$ cat src/rtl/btn_hex_counter.sv
// Two-button up/down hex counter for the 7-segment display path.
// Each raw button goes through a 2-flop synchronizer and a 4-state
// debouncer. A clean ZERO->ONE transition emits a single-cycle press
// event. The count register combines the two press events with a
// synchronous clear.

module btn_debounce #(
  parameter int DB_CYCLES = 1_000_000,
  parameter int TW        = 20
) (
  input  logic clk,
  input  logic reset,
  input  logic btn,
  output logic level,
  output logic press
);
  typedef enum logic [1:0] {ZERO, WAIT1, ONE, WAIT0} state_t;

  localparam logic [TW-1:0] LOAD = TW'(DB_CYCLES - 1);

  logic          s1, s2;
  state_t        state;
  logic [TW-1:0] timer;

  // Bring the asynchronous button into the clk domain; the FSM only sees s2.
  always_ff @(posedge clk or posedge reset) begin
    if (reset) begin
      s1 <= 1'b0;
      s2 <= 1'b0;
    end else begin
      s1 <= btn;
      s2 <= s1;
    end
  end

  // Debounce FSM. level is registered alongside the state.
  // The timer only counts down while it is nonzero, so it never wraps.
  always_ff @(posedge clk or posedge reset) begin
    if (reset) begin
      state <= ZERO;
      timer <= '0;
      level <= 1'b0;
    end else begin
      case (state)
        ZERO: begin
          if (s2) begin
            state <= WAIT1;
            timer <= LOAD;
          end
        end
        WAIT1: begin
          if (!s2) begin
            state <= ZERO;
          end else if (timer == '0) begin
            state <= ONE;
            level <= 1'b1;
          end else begin
            timer <= timer - 1'b1;
          end
        end
        ONE: begin
          if (!s2) begin
            state <= WAIT0;
            timer <= LOAD;
          end
        end
        WAIT0: begin
          if (s2) begin
            state <= ONE;
          end else if (timer == '0) begin
            state <= ZERO;
            level <= 1'b0;
          end else begin
            timer <= timer - 1'b1;
          end
        end
        default: begin
          state <= ZERO;
          level <= 1'b0;
        end
      endcase
    end
  end

  // The press fires on the same edge that moves WAIT1 to ONE, so the
  // counter can update in step with the level change.
  assign press = (state == WAIT1) && s2 && (timer == '0);
endmodule

module btn_hex_counter #(
  parameter int DB_CYCLES = 1_000_000,
  parameter int TW        = 20
) (
  input  logic       clk,
  input  logic       reset,
  input  logic       btn_up,
  input  logic       btn_down,
  input  logic       clr,
  output logic [7:0] count,
  output logic       up_level,
  output logic       down_level,
  output logic       step
);
  localparam int NUM_BTN = 2;

  logic [NUM_BTN-1:0] raw;
  logic [NUM_BTN-1:0] lvl;
  logic [NUM_BTN-1:0] prs;

  // Lane 0 is the up button, lane 1 is the down button.
  assign raw = {btn_down, btn_up};

  for (genvar i = 0; i < NUM_BTN; i++) begin : g_db
    btn_debounce #(
      .DB_CYCLES(DB_CYCLES),
      .TW       (TW)
    ) u_db (
      .clk  (clk),
      .reset(reset),
      .btn  (raw[i]),
      .level(lvl[i]),
      .press(prs[i])
    );
  end

  assign up_level   = lvl[0];
  assign down_level = lvl[1];

  // Clear wins over presses. Simultaneous up+down presses cancel out.
  // The count wraps naturally at 8 bits.
  always_ff @(posedge clk or posedge reset) begin
    if (reset) begin
      count <= 8'h00;
      step  <= 1'b0;
    end else begin
      step <= 1'b0;
      if (clr) begin
        count <= 8'h00;
      end else if (prs[0] && !prs[1]) begin
        count <= count + 8'd1;
        step  <= 1'b1;
      end else if (prs[1] && !prs[0]) begin
        count <= count - 8'd1;
        step  <= 1'b1;
      end
    end
  end
endmodule

$ cat config.mk
export PLATFORM = sky130hd
export DESIGN_NAME = btn_hex_counter
export DESIGN_NICKNAME = d
export VERILOG_FILES = /design/src/rtl/btn_hex_counter.sv
export SDC_FILE = /design/constraint.sdc
export NUM_CORES = 1
export LEC_CHECK = 0
export BUFFER_PORTS_ARGS = -buffer_cell sky130_fd_sc_hd__buf_2
export CAP_MARGIN = 10
export CORE_MARGIN = 1
export CORE_UTILIZATION = 59
export CTS_CLUSTER_SIZE = 8
export DETAILED_ROUTE_END_ITERATION = 16
export HOLD_SLACK_MARGIN = 0.03
export PLACE_DENSITY = 0.77
export SYNTH_ARGS = -nofsm -noshare
export SYNTH_HDL_FRONTEND = slang
export SYNTH_HIERARCHICAL = 1
export SYNTH_SLANG_ARGS = --single-unit
$ cat constraint.sdc
create_clock -name clk -period 3.95 [get_ports clk]
set_input_delay 0.79 -clock clk [delete_from_list [all_inputs] [get_ports clk]]
set_output_delay 0.79 -clock clk [all_outputs]
set_load 0.05 [all_outputs]
Yosys cells after proc, flatten, opt, wreduce, memory -nomap -nowiden
Cells that the tools add are included.
{ "word_totals": {"reg_bits": 59, "elab_cells": 101, "out_inout_bits": 11, "inputBits": 5} }
{ "classes": {"eq_ne": 22, "addsub": 4, "reduce_logical": 21, "mux": 42} }
{ "ops": {"columns": ["op", "n"], "rows": [
  ["$mux 20", 10],
  ["$pmux 20 s4", 2],
  ["$logic_not 20->1", 2],
  ["$sub 20x1->20 const B", 2],
  ["$mux 2", 12],
  ["$mux 8", 3],
  ["$ne 2x1->1 const B", 8],
  ["$pmux 2 s4", 2],
  ["$reduce_and 4->1", 4],
  ["$mux 1", 11],
  ["$reduce_and 5->1", 2],
  ["$add 8x1->8 const B", 1],
  ["$eq 2x2->1 const B", 4],
  ["$ne 2x2->1 const B", 4],
  ["$sub 8x1->8 const B", 1],
  ["$logic_and 1x1->1", 6],
  ["$ne 3x1->1 const B", 2],
  ["$ne 3x3->1 const B", 2],
  ["$eq 2x1->1 const B", 2],
  ["$logic_not 2->1", 2],
  ["$pmux 1 s2", 2],
  ["$reduce_bool 2->1", 2],
  ["$reduce_bool 3->1", 1],
  ["$logic_not 1->1", 2]
]} }

Depth between registers and ports, before layout
Gate-level depths: netlist of run 1.
{ "logic_depth": {"depth_word": 8, "mapped_depth": 14, "depth_no_buf": 14} }

Modules after synthesis
The synthesis of run 1 kept the hierarchy.
{ "by_module_without_submodules": {"columns": ["module", "cells_per_inst", "area_each_um2", "n_inst"], "rows": [
  ["btn_debounce", 142, 1371.3, 2],
  ["btn_hex_counter", 83, 744.5, 1]
]} }

Worst setup path before layout of run 1
Ideal clock, no wire load.
{ "synth_path": {"kind": "reg2reg", "startpoint": "reg g_db[1].u_db.timer[2]", "endpoint": "reg count[4]", "setup_slack_ns": 0.591, "t_arrival_ns": 3.255, "stages_incl_launch_ff": 13, "n_path_buf": 0, "required_ns": 3.846, "cell_sequence": "dfrtp_1 -> or4_1 -> nor3_1 -> nand4_1 -> nor3b_1 -> inv_1 -> ha_1 -> inv_1 -> ha_1 -> and2b_1 -> o21a_1 -> o21a_1 -> o41ai_2"} }
{ "synth_via": {"elab_chain_len": 6} }
{ "synth_lines": {"columns": ["item", "line_no", "source"], "rows": [
  ["start, declared", "23", "logic [TW-1:0] timer;"],
  ["start signal, assigned", "58", "timer <= timer - 1'b1;"],
  ["start signal, assigned", "74", "timer <= timer - 1'b1;"],
  ["$logic_not 20->1 (*)", "87", "assign press = (state == WAIT1) && s2 && (timer == '0);"],
  ["$logic_and 1x1->1 (*)", "87", null],
  ["via prs[1]", "108", "logic [NUM_BTN-1:0] prs;"],
  ["$logic_not 1->1", "139", "end else if (prs[0] && !prs[1]) begin"],
  ["$logic_and 1x1->1", "139", null],
  ["$mux 8", "139", null],
  ["$mux 8", "137", "if (clr) begin"],
  ["end signal, assigned", "140", "count <= count + 8'd1;"],
  ["end signal, assigned", "143", "count <= count - 8'd1;"],
  ["end, declared", "99", "output logic [7:0] count,"]
]} }
Mark *: on every way through the listed nets, which the timed path passes. The rest lies on a longest branch.
A chain may end at the register's enable or synchronous reset.

Worst setup path after layout of run 1
{ "layout_path": {"startpoint": "reg g_db[0].u_db.timer[2]", "endpoint": "reg count[4]"} }
{ "layout_via": {"elab_chain_len": 5} }
{ "layout_lines": {"columns": ["item", "line_no"], "rows": [
  ["start, declared", "23"],
  ["start signal, assigned", "58"],
  ["start signal, assigned", "74"],
  ["$logic_not 20->1 (*)", "87"],
  ["$logic_and 1x1->1 (*)", "87"],
  ["via prs[0]", "108"],
  ["$logic_and 1x1->1 or $logic_not 1->1 (tied branches)", "139, 142"],
  ["$mux 8 or $logic_and 1x1->1 (tied branches)", "139, 142"],
  ["$mux 8 or $reduce_bool 3->1 (tied branches)", null]
]} }
Marks and branches as above.

==> results of run 1 <==
final cells by class:
type / instances / share of cell area, %
multi-input combinational: 280 / 49.1
sequential: 59 / 38.6
clock buffer: 12 / 4.32
timing repair buffer: 18 / 2.55
tap: 72 / 2.36
inverter: 18 / 1.77
clock inverter: 4 / 1.24
how the worst max path moves through the flow:
stage	slack, ps	endpoint	from	cells after the start
final	320	count[4]	g_db[0].u_db/timer[2]	11
after global routing	60	count[4]	g_db[0].u_db/timer[2]	11
after CTS	380	count[4]	g_db[0].u_db/timer[2]	11
after detailed placement	410	count[4]	g_db[0].u_db/timer[2]	11
after global placement	570	count[4]	g_db[1].u_db/timer[2]	12
after floorplan	590	count[4]	g_db[1].u_db/timer[2]	12
flip-flops by register name, indices dropped and copies added, names as in the netlist, named ones only:
name	count
g_db.u_db/timer	40
g_db.u_db/s2	2
g_db.u_db/s1	2
count	8
g_db.u_db/level	2
step	1
g_db.u_db/state	2
metrics by stage:
| step | power (W) | setup slack, ps |
|---|---|---|
| after CTS | 0.00136 | 381 |
| after global routing | 0.00141 | 59.8 |
| after floorplan | 0.000737 | 591 |
| final | 0.00135 | 324 |
| after detailed placement | 0.000771 | 413 |
| after global placement | 0.000765 | 570 |
cell usage in the layout (no fill, tap or decap), types with 15 or more instances in the layout:
cell	count
dfrtp_1	59
nor2_1	25
nand2_1	23
a21oi_1	20
nand3_1	20
nor3_1	18
inv_1	17
or4_1	15
buf_2	15
power by group through the flow:
stage / sequential [W] / clock (W) / combinational [W]
after floorplan: 0.000659 / 0 / 0.0000782
after global placement: 0.000668 / 0 / 0.0000967
after detailed placement: 0.000670 / 0 / 0.000102
after CTS: 0.000659 / 0.000595 / 0.000106
after global routing: 0.000664 / 0.000624 / 0.000118
final: 0.000661 / 0.000586 / 0.000106
routing by layer:
metal | wire (um) | share of wire [%] | up-vias | track usage [%]
li1 | - | - | 1432 | -
met1 | 3530 | 44 | 1477 | 36.3
met2 | 3760 | 47 | 135 | 47.1
met3 | 478 | 6.0 | 20 | 4.94
met4 | 164 | 2.1 | 0 | 11.8
met5 | 0 | 0 | - | 0
kinds of logic after synthesis:
kind of cell             Yosys count
AND/OR/NAND/NOR                  154
AO/OA/AOI/OAI                     96
flip-flops                        59
buffers and inverters             28
XOR/XNOR                          15
adder cells (fa/ha/maj)           13
multiplexers                       2
==> results.ini, run 1 <==
[status]
status = finished clean

[pwr]
vdd_drop_max_mv = 0.322
intPower_w = 0.00100
switchingPower_w = 0.000353
clkPwrFrac_pct = 43.3
p_sw_share_pct = 26.1
power_density_nw_per_um2 = 354
seq_power_share_pct = 48.8
leakagePower_nw = 1.52
combPwrFrac_pct = 7.9

[synthesis]
syn_inst = 367
synthSimpleGateAreaFrac_pct = 24.2
synth_compound_area_share_pct = 20.4
yosys_warnings = 6
yosysMostFrequentCell = dfrtp_1
seq_area_frac_synth_pct = 42.3
syn_nets = 385
ys_top_cells_by_count = 59 x dfrtp_1, 25 x nor2_1, 23 x nand2_1, 20 x a21oi_1, 20 x nand3_1
yosys.cell_types.count = 55
async_reset_ff_share_pct = 100
synth_area_per_cell_sq_um = 9.50
synth.area.mux_share_pct = 0.646
synth-xor-area-share_pct = 3.77
synth_seq_cells = 59
synthAdderAreaFrac_pct = 4.88
synth_top_cell_area_share_pct = 42.3
synth_edf_count = 0
synth_top_family_by_area = simple AND/OR/NAND/NOR gates
synth_ff_type = dfrtp_1
synth_top_area_cell = dfrtp_1
syn_area_sq_um = 3490
synthTopCellsByArea = dfrtp_1 42%, ha_1 4.3%, or4_1 3.2%

[route]
via_count = 3064
drc = 0
first_pass_iters = 7
postRouteWirelength_um = 7930
wl_per_cell_um = 17.1
postRouteAntennaNets = 0
avgViaCountPerCell = 6.62
drt_iter0_drc = 311

[timing]
setup_viol = 0
fin_skew_ps = 12.8
period_needed_ps = 3630
worst_pin_slew_ps = 942
min_period_over_period_pct = 91.8
rsz0062_at_grt = no
whs_ps = 352
slew_headroom_pct = 37.1
fin_setup_tns_ps = 0
hold_viol = 0
drv_slew = 0
fmax_mhz = 276

[critical_path]
crit_family = simple AND/OR/NAND/NOR gates
rrSetupSlack_ps = 320
cp.arrival_ps = 3870
slowest_stage = or4_1
r2r-end = count[4]
reg2regPathDepth = 11
slowest_delay_ps = 660
rr_startpoint = g_db[0].u_db/timer[2]
crit_fanout = 8
crit_chain = or4_1, nor3_1, nand4_1, nor3b_1, ha_1, inv_1, ha_1, and2b_1, o21a_1, o21a_1, o41ai_2
path_class = flop to flop
cp.required_ps = 4190
end_kind = flop
start_kind = flop
path_buf_inv = 1

[placed_design]
io_buffer_count = 15
dpl_cell_area_sq_um = 3610
placed_cells = 447
hpwl_um = 5420
routabilityCongestion = 0.933

[global_route]
gr-total-overflow = 0
grt_start_max_net_pins = 26
grt_use_total_pct = 28.2
antenna_found_initial = 0
grt_pass1_wl_um = 13700
grt_pass1_vias = 2954

[clocking]
clk_path_buf_depth = 2
cts_buffers = 9
post-cts-setup-buffers = 0
cts_tree = done
cts_root_buffer = clkbuf_8
path_clk_slew_ps = 80
cts_resized = 0
clock_latency_ps = 340
h-tree-depth = 3
cts.sinks = 59
postCtsHoldBufs = 0

[die]
initial_core_util_pct = 62.2
die_x_um = 78.9
pin_count = 16
rows = 27
die_y_um = 78.9
core_region_area_sq_um = 5610
die_area_sq_um = 6220

[cells_and_area]
multi_input_area_sq_um = 1880
fillCellCount = 468
stdcell_count = 463
final_area_sq_um = 3820
diodes = 0
fin_nets = 404
finalCoreUtilization_pct = 68.2
seq_area_sq_um = 1480
area_delta_synth_final_pct = 9.65
drive_gt1_share_pct = 13.3

[run]
maxCapViolCount = 0

[worst_hold_path]
hold_path_end = g_db[1].u_db/s2
hold_start = g_db[1].u_db/s1
holdCritPathClass = flop to flop
min_path_cells = 0

Power figures use the tool's default switching activity.
==> run 2: changes to the inputs <==
Settings changed: SYNTH_HIERARCHICAL 1 to default.
==> run 2 against run 1 <==
Compared with the run above: hold slack improved by 1.1 ps; utilization increased by 0.48 points; fmax decreased by 2.6%; largest power group unchanged; clock power decreased by 8.4%.
==> results.ini, run 2 <==
[critical_path]
path_class = flop to flop  ; unchanged
slowest_stage = or4_4  ; was or4_1
rrSetupSlack_ps = 230  ; was 320 ps
cp.arrival_ps = 3940  ; was 3870 ps
crit_family = simple AND/OR/NAND/NOR gates  ; unchanged
path_buf_inv = 1  ; unchanged
crit_chain = or4_4, or4_4, nor3_2, nand3_1, or2_1, ha_1, inv_2, ha_1, nor2b_1, o21ai_1, nand2b_1, xnor2_1, o31ai_1  ; was or4_1, nor3_1, nand4_1, nor3b_1, ha_1, inv_1, ha_1, and2b_1, o21a_1, o21a_1, o41ai_2
slowest_delay_ps = 550  ; was 660 ps
start_kind = flop  ; unchanged
end_kind = flop  ; unchanged
cp.required_ps = 4160  ; was 4190 ps
crit_fanout = 7  ; was 8

[cells_and_area]
final_cell_mix = 59 x dfrtp_1, 39 x nor2_1, 30 x a21oi_1, 25 x nand2_1  ; was 59 x dfrtp_1, 25 x nor2_1, 23 x nand2_1, 20 x a21oi_1, 20 x nand3_1
top_regs = g_db.u_db.timer: 40 flops, count: 8 flops  ; was g_db.u_db/timer: 40 flops, count: 8 flops
multi_input_area_sq_um = 1870  ; was 1880 sq um
final_common_cell = dfrtp_1  ; unchanged
largest_reg_flops = 40  ; unchanged
seq_area_sq_um = 1480  ; unchanged
area_delta_synth_final_pct = 11.2  ; was 9.65%
diodes = 0  ; unchanged
regMostFlops = g_db.u_db.timer  ; was g_db.u_db/timer
fin_nets = 416  ; was 404
final_area_sq_um = 3830  ; was 3820 sq um
drive_gt1_share_pct = 14.4  ; was 13.3%
fillCellCount = 433  ; was 468

[die]
die_y_um = 78.4  ; was 78.9 um
pin_count = 16  ; unchanged
core_region_area_sq_um = 5570  ; was 5610 sq um
rows = 27  ; unchanged
die_x_um = 78.4  ; was 78.9 um
die_area_sq_um = 6140  ; was 6220 sq um
initial_core_util_pct = 61.8  ; was 62.2%

[timing]
rsz0062_at_grt = no  ; unchanged
slew_headroom_pct = 45.3  ; was 37.1%
period_needed_ps = 3720  ; was 3630 ps
setup_viol = 0  ; unchanged
fin_skew_ps = 7.44  ; was 12.8 ps
fmax_mhz = 269  ; was 276 MHz
drv_slew = 0  ; unchanged
whs_ps = 354  ; was 352 ps
worst_pin_slew_ps = 814  ; was 942 ps
min_period_over_period_pct = 94.3  ; was 91.8%
hold_viol = 0  ; unchanged
fin_setup_tns_ps = 0  ; unchanged

[route]
drc = 0  ; unchanged
first_pass_iters = 4  ; was 7
postRouteAntennaNets = 0  ; unchanged
postRouteWirelength_um = 7420  ; was 7930 um
via_count = 3000  ; was 3,064
wl_per_cell_um = 15.6  ; was 17.1 um
drt_iter0_drc = 231  ; was 311
avgViaCountPerCell = 6.32  ; was 6.62

[synthesis]
synth_top_family_by_area = simple AND/OR/NAND/NOR gates  ; unchanged
synth_compound_area_share_pct = 18.5  ; was 20.4%
synth_ff_type = dfrtp_1  ; unchanged
synthSimpleGateAreaFrac_pct = 25.7  ; was 24.2%
yosysMostFrequentCell = dfrtp_1  ; unchanged
synthAdderAreaFrac_pct = 4.94  ; was 4.88%
syn_inst = 373  ; was 367
synthTopCellsByArea = dfrtp_1 43%, a21oi_1 4.4%, ha_1 4.4%  ; was dfrtp_1 42%, ha_1 4.3%, or4_1 3.2%
syn_area_sq_um = 3440  ; was 3490 sq um
synth-xor-area-share_pct = 3.82  ; was 3.77%
synth.area.mux_share_pct = 1.20  ; was 0.646%
synth_edf_count = 0  ; unchanged
seq_area_frac_synth_pct = 42.9  ; was 42.3%
ys_top_cells_by_count = 59 x dfrtp_1, 39 x nor2_1, 30 x a21oi_1, 25 x nand2_1, 17 x inv_1  ; was 59 x dfrtp_1, 25 x nor2_1, 23 x nand2_1, 20 x a21oi_1, 20 x nand3_1
synth_seq_cells = 59  ; unchanged
yosys_warnings = 0  ; was 6
yosys.cell_types.count = 56  ; was 55
synth_area_per_cell_sq_um = 9.23  ; was 9.50 sq um
synth_top_cell_area_share_pct = 42.9  ; was 42.3%
async_reset_ff_share_pct = 100  ; unchanged
synth_top_area_cell = dfrtp_1  ; unchanged
syn_nets = 391  ; was 385

[placed_design]
hpwl_um = 5110  ; was 5420 um
io_buffer_count = 15  ; unchanged
dpl_cell_area_sq_um = 3630  ; was 3610 sq um
routabilityCongestion = 0.909  ; was 0.933

[run]
maxCapViolCount = 0  ; unchanged

[clocking]
cts_root_buffer = clkbuf_8  ; unchanged
clock_latency_ps = 330  ; was 340 ps
cts_tree = done  ; unchanged
post-cts-setup-buffers = 0  ; unchanged
cts.sinks = 59  ; unchanged
path_clk_slew_ps = 60  ; was 80 ps
postCtsHoldBufs = 0  ; unchanged
cts_buffers = 9  ; unchanged
cts_resized = 0  ; unchanged
h-tree-depth = 3  ; unchanged
clk_path_buf_depth = 2  ; unchanged

[global_route]
use_met3_pct = 3.49  ; was 4.94%
grt_util_met2_pct = 39.3  ; was 47.1%
antenna_found_initial = 0  ; unchanged
gr-total-overflow = 0  ; unchanged
grt_start_max_net_pins = 32  ; was 26
grt_pass1_vias = 2705  ; was 2,954
grt-busiest-layer = met2  ; unchanged
grt_pass1_wl_um = 12600  ; was 13,700 um
grt_use_total_pct = 26.3  ; was 28.2%
use_met1_pct = 38.0  ; was 36.3%

[pwr]
intPower_w = 0.000953  ; was 0.00100 W
leakagePower_nw = 1.58  ; was 1.52 nW
seq_power_share_pct = 51.5  ; was 48.8%
p_sw_share_pct = 24.9  ; was 26.1%
clkPwrFrac_pct = 42.3  ; was 43.3%
switchingPower_w = 0.000316  ; was 0.000353 W
combPwrFrac_pct = 6.2  ; was 7.9%
vdd_drop_max_mv = 0.241  ; was 0.322 mV
power_density_nw_per_um2 = 332  ; was 354 nW/um^2

[worst_hold_path]
holdCritPathClass = flop to flop  ; unchanged

[status]
status = finished clean  ; unchanged

==> run 2: changes by cell type after synthesis, sizes merged, moves of 4 or more <==
cell	delta
o31ai	+7
xor2	-6
o21ai	+4
nor3b	-4
nand3	-8
o21a	-9
or4	-5
a21o	-4
xnor2	+6
and3	+8
a21oi	+10
nor2	+14
==> run 2: layout make-up <==
class	instances	share of cell area, %
clock buffer	10	3.60
clock inverter	6	1.44
inverter	17	1.67
multi-input combinational	288	48.8
sequential	59	38.6
tap	72	2.35
timing repair buffer	23	3.53
==> run 2: layer usage <==
metal / wire length [um] / vias to the layer above
met5: 0 / -
met4: 129 / 0
met3: 235 / 14
met2: 3370 / 81
met1: 3690 / 1457
li1: - / 1448
==> run 2: worst paths after layout <==
kind / end / cells after the start / startpoint
min in group asynchronous: count[6] / 2 / reset
hold / removal: g_db[0].u_db.s2 / 0 / g_db[0].u_db.s1
max in group asynchronous: g_db[1].u_db.timer[13] / 3 / reset
setup / recovery: count[4] / 13 / g_db[1].u_db.timer[10]
hold reg to reg: g_db[0].u_db.s2 / 0 / g_db[0].u_db.s1
setup reg to reg: count[4] / 13 / g_db[1].u_db.timer[10]
==> run 2: cell families (layout without fill, tap and decap cells) <==
| group | after synthesis | after routing |
|---|---|---|
| buffers and inverters | 26 | 56 |
| AND/OR/NAND/NOR | 161 | 161 |
| XOR/XNOR | 15 | 15 |
| AO/OA/AOI/OAI | 95 | 95 |
| adder cells (fa/ha/maj) | 13 | 13 |
| multiplexers | 4 | 4 |
| flip-flops | 59 | 59 |
==> run 2: worst register-to-register path, stage by stage (launching register included) <==
cell,delay [ps]
dfrtp_1,460
or4_4,550
or4_4,540
nor3_2,150
nand3_1,150
or2_1,250
ha_1,250
inv_2,140
ha_1,280
nor2b_1,170
o21ai_1,170
nand2b_1,90
xnor2_1,130
o31ai_1,280
==> run 2: per-stage QoR <==
| stage | utilization [%] | std cells | total power, W | setup slack (ps) |
|---|---|---|---|---|
| CTS | 68.6 | 475 | 0.00128 | 77.5 |
| finish | 68.7 | 475 | 0.00127 | 227 |
| detailed placement | 65.1 | 459 | 0.000742 | 113 |
| global placement | 65.1 | 459 | 0.000738 | 249 |
| floorplan | - | 373 | 0.000717 | 337 |
| global route | 68.7 | 475 | 0.00132 | 46.5 |
==> run 2: power groups by stage <==
stage	clock [W]	combinational [W]	sequential [W]
floorplan	0	0.0000676	0.000649
global placement	0	0.0000757	0.000662
detailed placement	0	0.0000787	0.000663
CTS	0.000549	0.0000790	0.000652
global route	0.000578	0.0000895	0.000656
finish	0.000537	0.0000782	0.000653
